File: src/rtl/snake_body_ctrl.sv
// Snake body controller: direction, move timing, segment list, growth,
// wall/self collision and IDLE/PLAY/DEAD game state for a walled grid.
module snake_body_ctrl #(
    parameter int unsigned MAX_LEN  = 16,
    parameter int unsigned INIT_LEN = 3,
    parameter int unsigned TICK_DIV = 12_500_000,
    parameter int unsigned GRID_W   = 40,
    parameter int unsigned GRID_H   = 30
) (
    input  logic                   clk,
    input  logic                   rst,
    input  logic                   key_up,
    input  logic                   key_down,
    input  logic                   key_left,
    input  logic                   key_right,
    input  logic                   start,
    input  logic                   add_cube,
    input  logic                   hit_stone,
    output logic [5:0]             head_x,
    output logic [5:0]             head_y,
    output logic [6*MAX_LEN-1:0]   seg_x_flat,
    output logic [6*MAX_LEN-1:0]   seg_y_flat,
    output logic [MAX_LEN-1:0]     seg_valid,
    output logic [4:0]             body_len,
    output logic [1:0]             game_state,
    output logic                   move_tick
);

    typedef enum logic [1:0] {
        S_IDLE = 2'd0,
        S_PLAY = 2'd1,
        S_DEAD = 2'd2
    } state_t;

    typedef enum logic [1:0] {
        DIR_UP    = 2'd0,
        DIR_DOWN  = 2'd1,
        DIR_LEFT  = 2'd2,
        DIR_RIGHT = 2'd3
    } dir_t;

    localparam int unsigned TW = (TICK_DIV > 1) ? $clog2(TICK_DIV) : 1;
    localparam logic [TW-1:0] TICK_LAST = TW'(TICK_DIV - 1);
    localparam logic [4:0]    LEN_MAX   = 5'(MAX_LEN);
    localparam logic [4:0]    LEN_INIT  = 5'(INIT_LEN);
    localparam logic [5:0]    X_WALL    = 6'(GRID_W - 1);
    localparam logic [5:0]    Y_WALL    = 6'(GRID_H - 1);

    state_t          state, state_nx;
    dir_t            dir, pend_dir, key_dir, dir_after;
    logic            key_any;
    logic            grow_pend;
    logic [TW-1:0]   tick_cnt;
    logic            tick_r;
    logic [4:0]      len;
    logic [5:0]      seg_x [MAX_LEN];
    logic [5:0]      seg_y [MAX_LEN];

    logic            move_due;
    logic            grow_eff;
    logic            grow_now;
    logic            wall_hit;
    logic            self_hit;
    logic            collide;
    logic            commit;
    logic            restart;
    logic [5:0]      nx, ny;

    function automatic logic is_opp(input dir_t a, input dir_t b);
        return (a == DIR_UP    && b == DIR_DOWN)  ||
               (a == DIR_DOWN  && b == DIR_UP)    ||
               (a == DIR_LEFT  && b == DIR_RIGHT) ||
               (a == DIR_RIGHT && b == DIR_LEFT);
    endfunction

    always_comb begin
        key_any = key_up | key_down | key_left | key_right;
        key_dir = DIR_RIGHT;
        if (key_up)
            key_dir = DIR_UP;
        else if (key_down)
            key_dir = DIR_DOWN;
        else if (key_left)
            key_dir = DIR_LEFT;
    end

    assign move_due = (state == S_PLAY) && (tick_cnt == TICK_LAST);
    // In a move cycle the pending direction becomes committed, so a new key
    // is screened against the direction that will hold after this edge.
    assign dir_after = move_due ? pend_dir : dir;

    always_comb begin
        nx = seg_x[0];
        ny = seg_y[0];
        case (pend_dir)
            DIR_UP:    ny = seg_y[0] - 6'd1;
            DIR_DOWN:  ny = seg_y[0] + 6'd1;
            DIR_LEFT:  nx = seg_x[0] - 6'd1;
            default:   nx = seg_x[0] + 6'd1;
        endcase
    end

    assign grow_eff = grow_pend | add_cube;
    assign grow_now = grow_eff && (len < LEN_MAX);
    assign wall_hit = (nx == 6'd0) || (nx == X_WALL) || (ny == 6'd0) || (ny == Y_WALL);

    // The tail cell is free to enter unless the body actually lengthens;
    // at saturation the tail still drops, so it vacates as normal.
    always_comb begin
        self_hit = 1'b0;
        for (int unsigned i = 1; i < MAX_LEN; i++) begin
            if (i < 32'(len) && !(i == 32'(len) - 1 && !grow_now) &&
                seg_x[i] == nx && seg_y[i] == ny)
                self_hit = 1'b1;
        end
    end

    assign collide = wall_hit | self_hit;
    assign commit  = move_due && !hit_stone && !collide;
    assign restart = (state == S_DEAD) && start;

    always_comb begin
        state_nx = state;
        case (state)
            S_IDLE: if (start) state_nx = S_PLAY;
            S_PLAY: if (hit_stone || (move_due && collide)) state_nx = S_DEAD;
            S_DEAD: if (start) state_nx = S_PLAY;
            default: state_nx = S_IDLE;
        endcase
    end

    always_ff @(posedge clk) begin
        if (rst)
            state <= S_IDLE;
        else
            state <= state_nx;
    end

    always_ff @(posedge clk) begin
        if (rst || restart) begin
            dir       <= DIR_RIGHT;
            pend_dir  <= DIR_RIGHT;
            grow_pend <= 1'b0;
            tick_cnt  <= '0;
            tick_r    <= 1'b0;
            len       <= LEN_INIT;
            for (int unsigned i = 0; i < MAX_LEN; i++) begin
                if (i < INIT_LEN) begin
                    seg_x[i] <= 6'(8 - i);
                    seg_y[i] <= 6'd27;
                end else begin
                    seg_x[i] <= '0;
                    seg_y[i] <= '0;
                end
            end
        end else begin
            tick_r <= commit;

            if (state == S_PLAY && state_nx == S_PLAY)
                tick_cnt <= move_due ? '0 : tick_cnt + 1'b1;
            else
                tick_cnt <= '0;

            if (key_any && !is_opp(key_dir, dir_after))
                pend_dir <= key_dir;

            if (state != S_PLAY || commit)
                grow_pend <= 1'b0;
            else if (add_cube)
                grow_pend <= 1'b1;

            if (commit) begin
                dir      <= pend_dir;
                seg_x[0] <= nx;
                seg_y[0] <= ny;
                for (int unsigned i = 1; i < MAX_LEN; i++) begin
                    seg_x[i] <= seg_x[i-1];
                    seg_y[i] <= seg_y[i-1];
                end
                if (grow_now)
                    len <= len + 5'd1;
            end
        end
    end

    always_comb begin
        seg_x_flat = '0;
        seg_y_flat = '0;
        seg_valid  = '0;
        for (int unsigned i = 0; i < MAX_LEN; i++) begin
            seg_x_flat[6*i +: 6] = seg_x[i];
            seg_y_flat[6*i +: 6] = seg_y[i];
            seg_valid[i]         = (i < 32'(len));
        end
    end

    assign head_x     = seg_x[0];
    assign head_y     = seg_y[0];
    assign body_len   = len;
    assign game_state = state;
    assign move_tick  = tick_r;

endmodule

File: config.mk
export PLATFORM = sky130hd
export DESIGN_NAME = snake_body_ctrl
export DESIGN_NICKNAME = d
export VERILOG_FILES = /design/src/rtl/snake_body_ctrl.sv
export SDC_FILE = /design/constraint.sdc
export NUM_CORES = 1
export LEC_CHECK = 0
export CORE_MARGIN = 2
export CORE_UTILIZATION = 55
export DETAILED_ROUTE_END_ITERATION = 6
export HOLD_SLACK_MARGIN = 0.05
export PLACE_DENSITY = 0.92
export SKIP_CTS_REPAIR_TIMING = 1
export SYNTH_ARGS = -nofsm -noshare
export SYNTH_HDL_FRONTEND = slang
export SYNTH_SLANG_ARGS = --single-unit
File: constraint.sdc
create_clock -name clk -period 11.1 [get_ports clk]
set_input_delay 2.775 -clock clk [delete_from_list [all_inputs] [get_ports clk]]
set_output_delay 2.775 -clock clk [all_outputs]
set_load 0.03 [all_outputs]
# Yosys cells after proc, flatten, opt, wreduce, memory -nomap -nowiden
# Memory sizes are Yosys's and may differ from the RTL's.
# Cells that the tools add are included.
# word_totals
register_bits	37
mem_count	2
inputBits	9
ram_bits	192
wordCells	303
out_inout_bits	228
# mem_list
memory	words	width	rd	rd_ports_with_merged_regs	wr	line	rtl
seg_x	16	6	16	0	16	56	logic [5:0] seg_x [MAX_LEN];
seg_y	16	6	16	0	16	57	logic [5:0] seg_y [MAX_LEN];
# classes
n_bitwise	38
n_addsub	7
n_eq_ne	60
n_mux	61
order_cmp	17
n_reduce_logical	111
# ops
operator	count
4-bit by 32-bit equality test with 1-bit output (first input constant)	8
6-bit two-way mux	32
6-bit equality test	30
3-bit by 32-bit equality test with 1-bit output (first input constant)	4
1-bit logical AND	72
2-bit by 32-bit equality test with 1-bit output (first input constant)	2
4-bit by 5-bit less-than comparator with 1-bit output (first input constant)	8
1-bit bitwise OR	37
1-bit by 32-bit equality test with 1-bit output (first input constant)	1
24-bit by 1-bit adder with 24-bit output (second input constant)	1
24-bit equality test (second input constant)	1
6-bit one-hot mux with 2 select lines	2
1-bit two-way mux	21
3-bit by 5-bit less-than comparator with 1-bit output (first input constant)	4
1-bit logical NOT	19
6-bit by 1-bit adder with 6-bit output (second input constant)	2
2-bit equality test (second input constant)	6
6-bit logical NOT	2
6-bit by 1-bit subtractor with 6-bit output (second input constant)	2
2-bit by 1-bit equality test with 1-bit output (second input constant)	5
1-bit by 5-bit less-than comparator with 1-bit output (first input constant)	2
2-bit by 5-bit less-than comparator with 1-bit output (first input constant)	2
2-bit two-way mux	5
1-bit logical OR	9
12 further kinds	17

# Longest topological paths before layout
# Gate-level depths: netlist of the first run.
# depth
depth_word	32
depth_mapped	19
mapped_depth_nobuf	14

# Least setup slack after synthesis of the first run
# Ideal clock, no wire load.
# synth_timing
path_kind	in2reg
start	in add_cube
end	mem seg_x[0][0], enable pin
arrival_ns	8.820
required_time_ns	10.540
path_slack_ns	1.720
n_path_buf	2
path_stages	11
path_cell_list	o21ba_2 > a221oi_1 > buf_2 > nand3_1 > and3b_1 > nand4_1 > o31ai_1 > a2111oi_2 > nand3_2 > buf_2 > nand2_1
# synth_lines
element	line	rtl
start: declaration	17	input logic add_cube,
end: declaration	56	

==> flow_summary.json, run 1 <==
{
  "outcome": "finished, final reports clean",
  "grt_usage_pct": 38.8,
  "start_util_pct": 56.2,
  "layout.cells.non_filler": 1925,
  "antenna_left": 0,
  "critPathMaxFanout": 120,
  "num_rows": 58,
  "grt_max_degree": 121,
  "drv_slew": 0,
  "syn_to_final_growth_pct": 23.1,
  "drt-vias-per-instance": 6.43,
  "cellPowerDensity_nw_per_um2": 130,
  "ir_drop_mv": 0.141,
  "fin_skew_ns": 0.0136,
  "crit_arrival_ns": 7.32,
  "crit_type": "primary input to flip-flop",
  "tns_ns": 0,
  "cts.clk_slew.worst_paths_ns": 0.06,
  "cts.sinks": 229,
  "fp.dieH_um": 165,
  "grt_pass1_vias": 11700,
  "synth_seq_cells": 229,
  "hp-class": "flip-flop to flip-flop",
  "gp_congestion": 1.01,
  "async_reset_ff_share_pct": 0,
  "fmax_mhz": 140,
  "n_fill_cell": 1863,
  "worstSkewPairLatency_ns": 0.53,
  "route.detailed.drc": 0,
  "ys_seq_area_share_pct": 45.8,
  "fp.dieW_um": 165,
  "layout_common_cells": "236 x clkdlybuf4s50_1, 192 x edfxtp_1, 170 x and2_1",
  "antenna_found_initial": 2,
  "die_area_um2": 27100,
  "hold_ws_ns": 0.481,
  "fin_crit_sh_pct": 64.5,
  "min_period_ns": 7.16,
  "totalWireLength_um": 53100,
  "clock_path_buffers": 3,
  "synth_area_per_cell_um2": 10.2,
  "clockRootBuffer": "clkbuf_16",
  "syn_area_um2": 14200,
  "syn_inst": 1388,
  "port_buffers": 236,
  "drtIter0Drc": 1757,
  "setup.worst_path.start_class": "primary input",
  "cts_buffers": 25,
  "post-place-cells": 1880,
  "grt_first_pass_wirelength_um": 76400,
  "maxCapViolCount": 0,
  "layout_commonest_cell": "clkdlybuf4s50_1",
  "overflow": 0,
  "dp_hpwl_um": 37800,
  "synth_enable_flop_cells": 192,
  "yosys_warnings": 0,
  "num-nets-final": 1600,
  "htree_levels": 1,
  "required_ns": 11.26,
  "core_area_um2": 25300,
  "relSlewSlack_pct": 25.6,
  "worstMarginPinSlew_ns": 1.12,
  "dr_total_vias": 12400,
  "p_leak_nw": 6.18,
  "ys.flop_type": "edfxtp_1",
  "routedWlPerCell_um": 27.6,
  "report.final.hold_viol_count": 0,
  "io_pins": 237,
  "drive_gt1_share_pct": 6.02,
  "setup_viol": 0,
  "yosysUniqueCellTypes": 82,
  "n_antenna_cell": 0,
  "cts_tree": "yes",
  "rsz0062_at_grt": "no",
  "cp-end-kind": "flip-flop",
  "detailedRoute.firstPassIterationCount": 6,
  "syn_nets": 1411
}
cell usage after synthesis (9+ instances only):
library cell | n | area [µm²]
nand3_1 | 41 | 205
inv_1 | 25 | 93.8
nand2b_1 | 12 | 75.1
nand2_1 | 63 | 236
or3_1 | 32 | 200
or4_1 | 13 | 97.6
ha_1 | 13 | 163
nor4_1 | 32 | 200
nor3_1 | 32 | 160
buf_4 | 16 | 120
mux2i_1 | 15 | 150
o21ai_0 | 54 | 270
buf_2 | 28 | 140
nor2b_1 | 13 | 81.3
edfxtp_1 | 192 | 5770
dfxtp_1 | 37 | 741
nor2_1 | 75 | 282
xnor2_1 | 130 | 1140
clkbuf_1 | 39 | 146
nand4_1 | 32 | 200
and2_1 | 170 | 1060
a22oi_1 | 9 | 67.6
a21oi_1 | 44 | 220
xor2_1 | 85 | 744
final cells by class:
type | count | area [µm²] | area share (%)
multi-input cells | 1030 | 7070 | 40.5
flip-flops and latches | 229 | 6510 | 37.2
repair buffers | 265 | 2590 | 14.8
clock buffers | 36 | 698 | 3.99
well taps | 330 | 413 | 2.36
clock inverters | 9 | 97.6 | 0.558
inverters | 26 | 97.6 | 0.558
state kept, by name, indices dropped and copies added, names as in the netlist:
name        cells
body_len        5
game_state      2
grow_pend       1
pend_dir        2
seg_y          96
seg_x          96
move_tick       1
dir             2
tick_cnt       24
per-stage QoR:
step	utilization [%]	power (mW)	worst slack (ns)	cell area [µm²]
after global routing	69.2	2.33	3.75	17500
after global placement	66.1	1.45	3.60	16700
after floorplan	-	1.29	1.72	14200
after CTS	69.2	2.27	4.05	17500
final	69.2	2.28	3.94	17500
after detailed placement	66.1	1.45	3.52	16700
metal layers:
metal  vias to the layer above  global-route usage, %  wire length, µm
met1                      5922                   50.6            19500
met3                       190                   8.36             6110
met5                         -                      0               10
met2                       920                   61.9            24400
met4                         2                   18.4             2990
li1                       5352                      -                -
power by group:
| part | internal, mW | switching, mW | total [mW] |
|---|---|---|---|
| clock | 0.483 | 0.344 | 0.827 |
| combinational | 0.159 | 0.276 | 0.435 |
| sequential | 0.966 | 0.0485 | 1.01 |
final timing paths:
kind	startpoint	endpoint	slack, ns	cells past startpoint
hold / removal	tick_cnt[0]	tick_cnt[0]	0.48	1
setup / recovery	add_cube	seg_y[0][47]	3.94	13
hold reg to reg	tick_cnt[0]	tick_cnt[0]	0.48	1
setup reg to reg	seg_x[0][1]	seg_y[0][47]	4.16	15
critical path: stages:
cell             delay (ns)
clkdlybuf4s50_1        0.45
o21ba_2                0.25
a221oi_1               0.21
buf_4                  0.23
nand2_1                0.12
o221ai_1               0.20
or3_1                  0.13
or4_1                  0.12
nand4_1                0.17
a2111oi_2              0.45
nand3_2                0.57
nand2_4                0.91
buf_12                 0.50
cell families (layout without fill, tap and decap cells):
logic type,after synthesis,count (layout),synth area share (%)
buffers and inverters,129,336,4.54
flip-flops,229,229,45.8
multiplexers,21,21,1.55
AO/OA/AOI/OAI,205,205,9.61
adder cells (fa/ha/maj),14,14,1.29
AND/OR/NAND/NOR,567,567,22.7
XOR/XNOR,223,223,14.5
(Power assumes the default switching activity.)
==> inputs of run 2 (changes only) <==
CORE_UTILIZATION = 49   (was 55)
PLACE_DENSITY = 0.87   (was 0.92)
clock period = 6.06 ns   (was 11.1 ns; I/O delays follow)
==> run 2 against run 1 <==
  * Die area increased by 12%
  * Final area increased by 1.6%
  * Clock skew increased by 0.0072 ns
  * Largest power group unchanged
==> flow_summary.json, run 2 (synthesized netlist as in run 1, its figures left out) <==
{
  "outcome": "finished, final reports clean",
  "met3_length_um": 5890,
  "worstSkewPairLatency_ns": 0.53,
  "fin_skew_ns": 0.0208,
  "n_antenna_cell": 0,
  "core_area_um2": 28600,
  "grt_max_degree": 81,
  "ir_drop_mv": 0.153,
  "relSlewSlack_pct": 12.6,
  "tns_ns": 0,
  "totalWireLength_um": 52400,
  "reg2reg_from": "pend_dir[1]",
  "p_comb_share_pct": 19.7,
  "drt-met1-wl_um": 20300,
  "dr_total_vias": 12600,
  "post-place-cells": 1961,
  "grt_first_pass_wirelength_um": 77200,
  "num_rows": 62,
  "critPathMaxFanout": 52,
  "cts.clk_slew.worst_paths_ns": 0.06,
  "die_area_um2": 30400,
  "gp_congestion": 1.04,
  "grt_usage_pct": 33.8,
  "seq_power_share_pct": 45.0,
  "hp-class": "flip-flop to flip-flop",
  "io_pins": 237,
  "required_ns": 6.44,
  "cts.sinks": 229,
  "routedWlPerCell_um": 26.1,
  "layout_commonest_cell": "clkdlybuf4s50_1",
  "min_period_ns": 5.49,
  "finalPower_mw": 4.12,
  "min_from": "tick_cnt[0]",
  "r2r_slack_ns": 0.57,
  "port_buffers": 236,
  "crit_arrival_ns": 5.87,
  "drtIter0Drc": 1722,
  "cellPowerDensity_nw_per_um2": 232,
  "grt_pass1_vias": 11900,
  "p_leak_nw": 6.31,
  "clockRootBuffer": "clkbuf_16",
  "fmax_mhz": 182,
  "fin_crit_sh_pct": 90.6,
  "syn_to_final_growth_pct": 25.0,
  "cp-end-kind": "flip-flop",
  "start_util_pct": 49.6,
  "startpoint": "pend_dir[1]",
  "layout.cells.non_filler": 2007,
  "wl_met2_um": 23800,
  "num-nets-final": 1627,
  "p_sw_mw": 1.24,
  "antenna_found_initial": 0,
  "htree_levels": 1,
  "top_regs": "seg_x (96), seg_y (96), tick_cnt (24)",
  "setup_viol": 0,
  "fp.dieH_um": 174,
  "maxCapViolCount": 0,
  "drive_gt1_share_pct": 8.01,
  "clock_power_share_pct": 35.3,
  "worstMarginPinSlew_ns": 1.30,
  "cts_tree": "yes",
  "rsz0062_at_grt": "no",
  "antenna_left": 0,
  "switching_share_pct": 30.0,
  "dp_hpwl_um": 38200,
  "fp.dieW_um": 174,
  "clock_path_buffers": 3,
  "drt-vias-per-instance": 6.26,
  "overflow": 0,
  "highest_layer": "met4",
  "detailedRoute.firstPassIterationCount": 6,
  "setup.worst_path.start_class": "flip-flop",
  "crit_type": "flip-flop to flip-flop",
  "drv_slew": 0,
  "layout_common_cells": "236 x clkdlybuf4s50_1, 192 x edfxtp_1, 170 x and2_1",
  "p_int_mw": 2.88,
  "cts_buffers": 25,
  "route.detailed.drc": 0,
  "report.final.hold_viol_count": 0
}
==> run 2: final cells by class <==
| type | instances | area, µm² |
|---|---|---|
| Clock buffer | 26 | 629 |
| Clock inverter | 20 | 149 |
| Fill cell | 2221 | 10900 |
| Inverter | 26 | 97.6 |
| Multi-Input combinational cell | 1030 | 7080 |
| Sequential cell | 229 | 6510 |
| Tap cell | 384 | 480 |
| Timing Repair Buffer | 292 | 2810 |
==> run 2: worst paths after layout <==
check | end | cells past startpoint
worst min-delay path | tick_cnt[0] | 1
worst max register to register | seg_y[0][54] | 14
worst max-delay path | seg_y[0][54] | 14
worst min register to register | tick_cnt[0] | 1
==> run 2: routing by layer <==
metal	global-route usage, %	vias up
met4	14.0	0
li1	-	5414
met5	0	-
met3	5.47	170
met2	53.4	950
met1	46.3	6032
==> run 2: metrics by stage <==
stage | util [%] | setup slack [ns] | area [µm²] | hold WS, ns
detailed placement | 59.3 | 0.532 | 17000 | 0.455
finish | 62.0 | 0.570 | 17800 | 0.460
CTS | 62.0 | 0.708 | 17800 | 0.469
floorplan | - | 0.117 | 14200 | 0.426
global placement | 59.3 | 0.596 | 17000 | 0.438
global route | 62.0 | 0.313 | 17800 | 0.507
==> run 2: worst max-delay path, cell delays in order, from the launching register on <==
cell	delay [ns]
dfxtp_2	0.33
buf_4	0.46
buf_4	0.44
nor2b_1	0.86
or2_2	0.44
xor2_1	0.10
nand4_1	0.11
or3_1	0.11
or4_1	0.13
nand4_1	0.18
a2111oi_2	0.39
nand3_2	0.28
nor2_4	0.81
buf_4	0.42
and2_1	0.18
==> run 2: power groups by stage <==
| stage | clock [mW] | sequential, mW | combinational, mW |
|---|---|---|---|
| after floorplan | 0 | 1.96 | 0.397 |
| after global placement | 0 | 1.88 | 0.780 |
| after detailed placement | 0 | 1.88 | 0.788 |
| after CTS | 1.47 | 1.85 | 0.792 |
| after global routing | 1.52 | 1.86 | 0.845 |
| final | 1.45 | 1.85 | 0.810 |
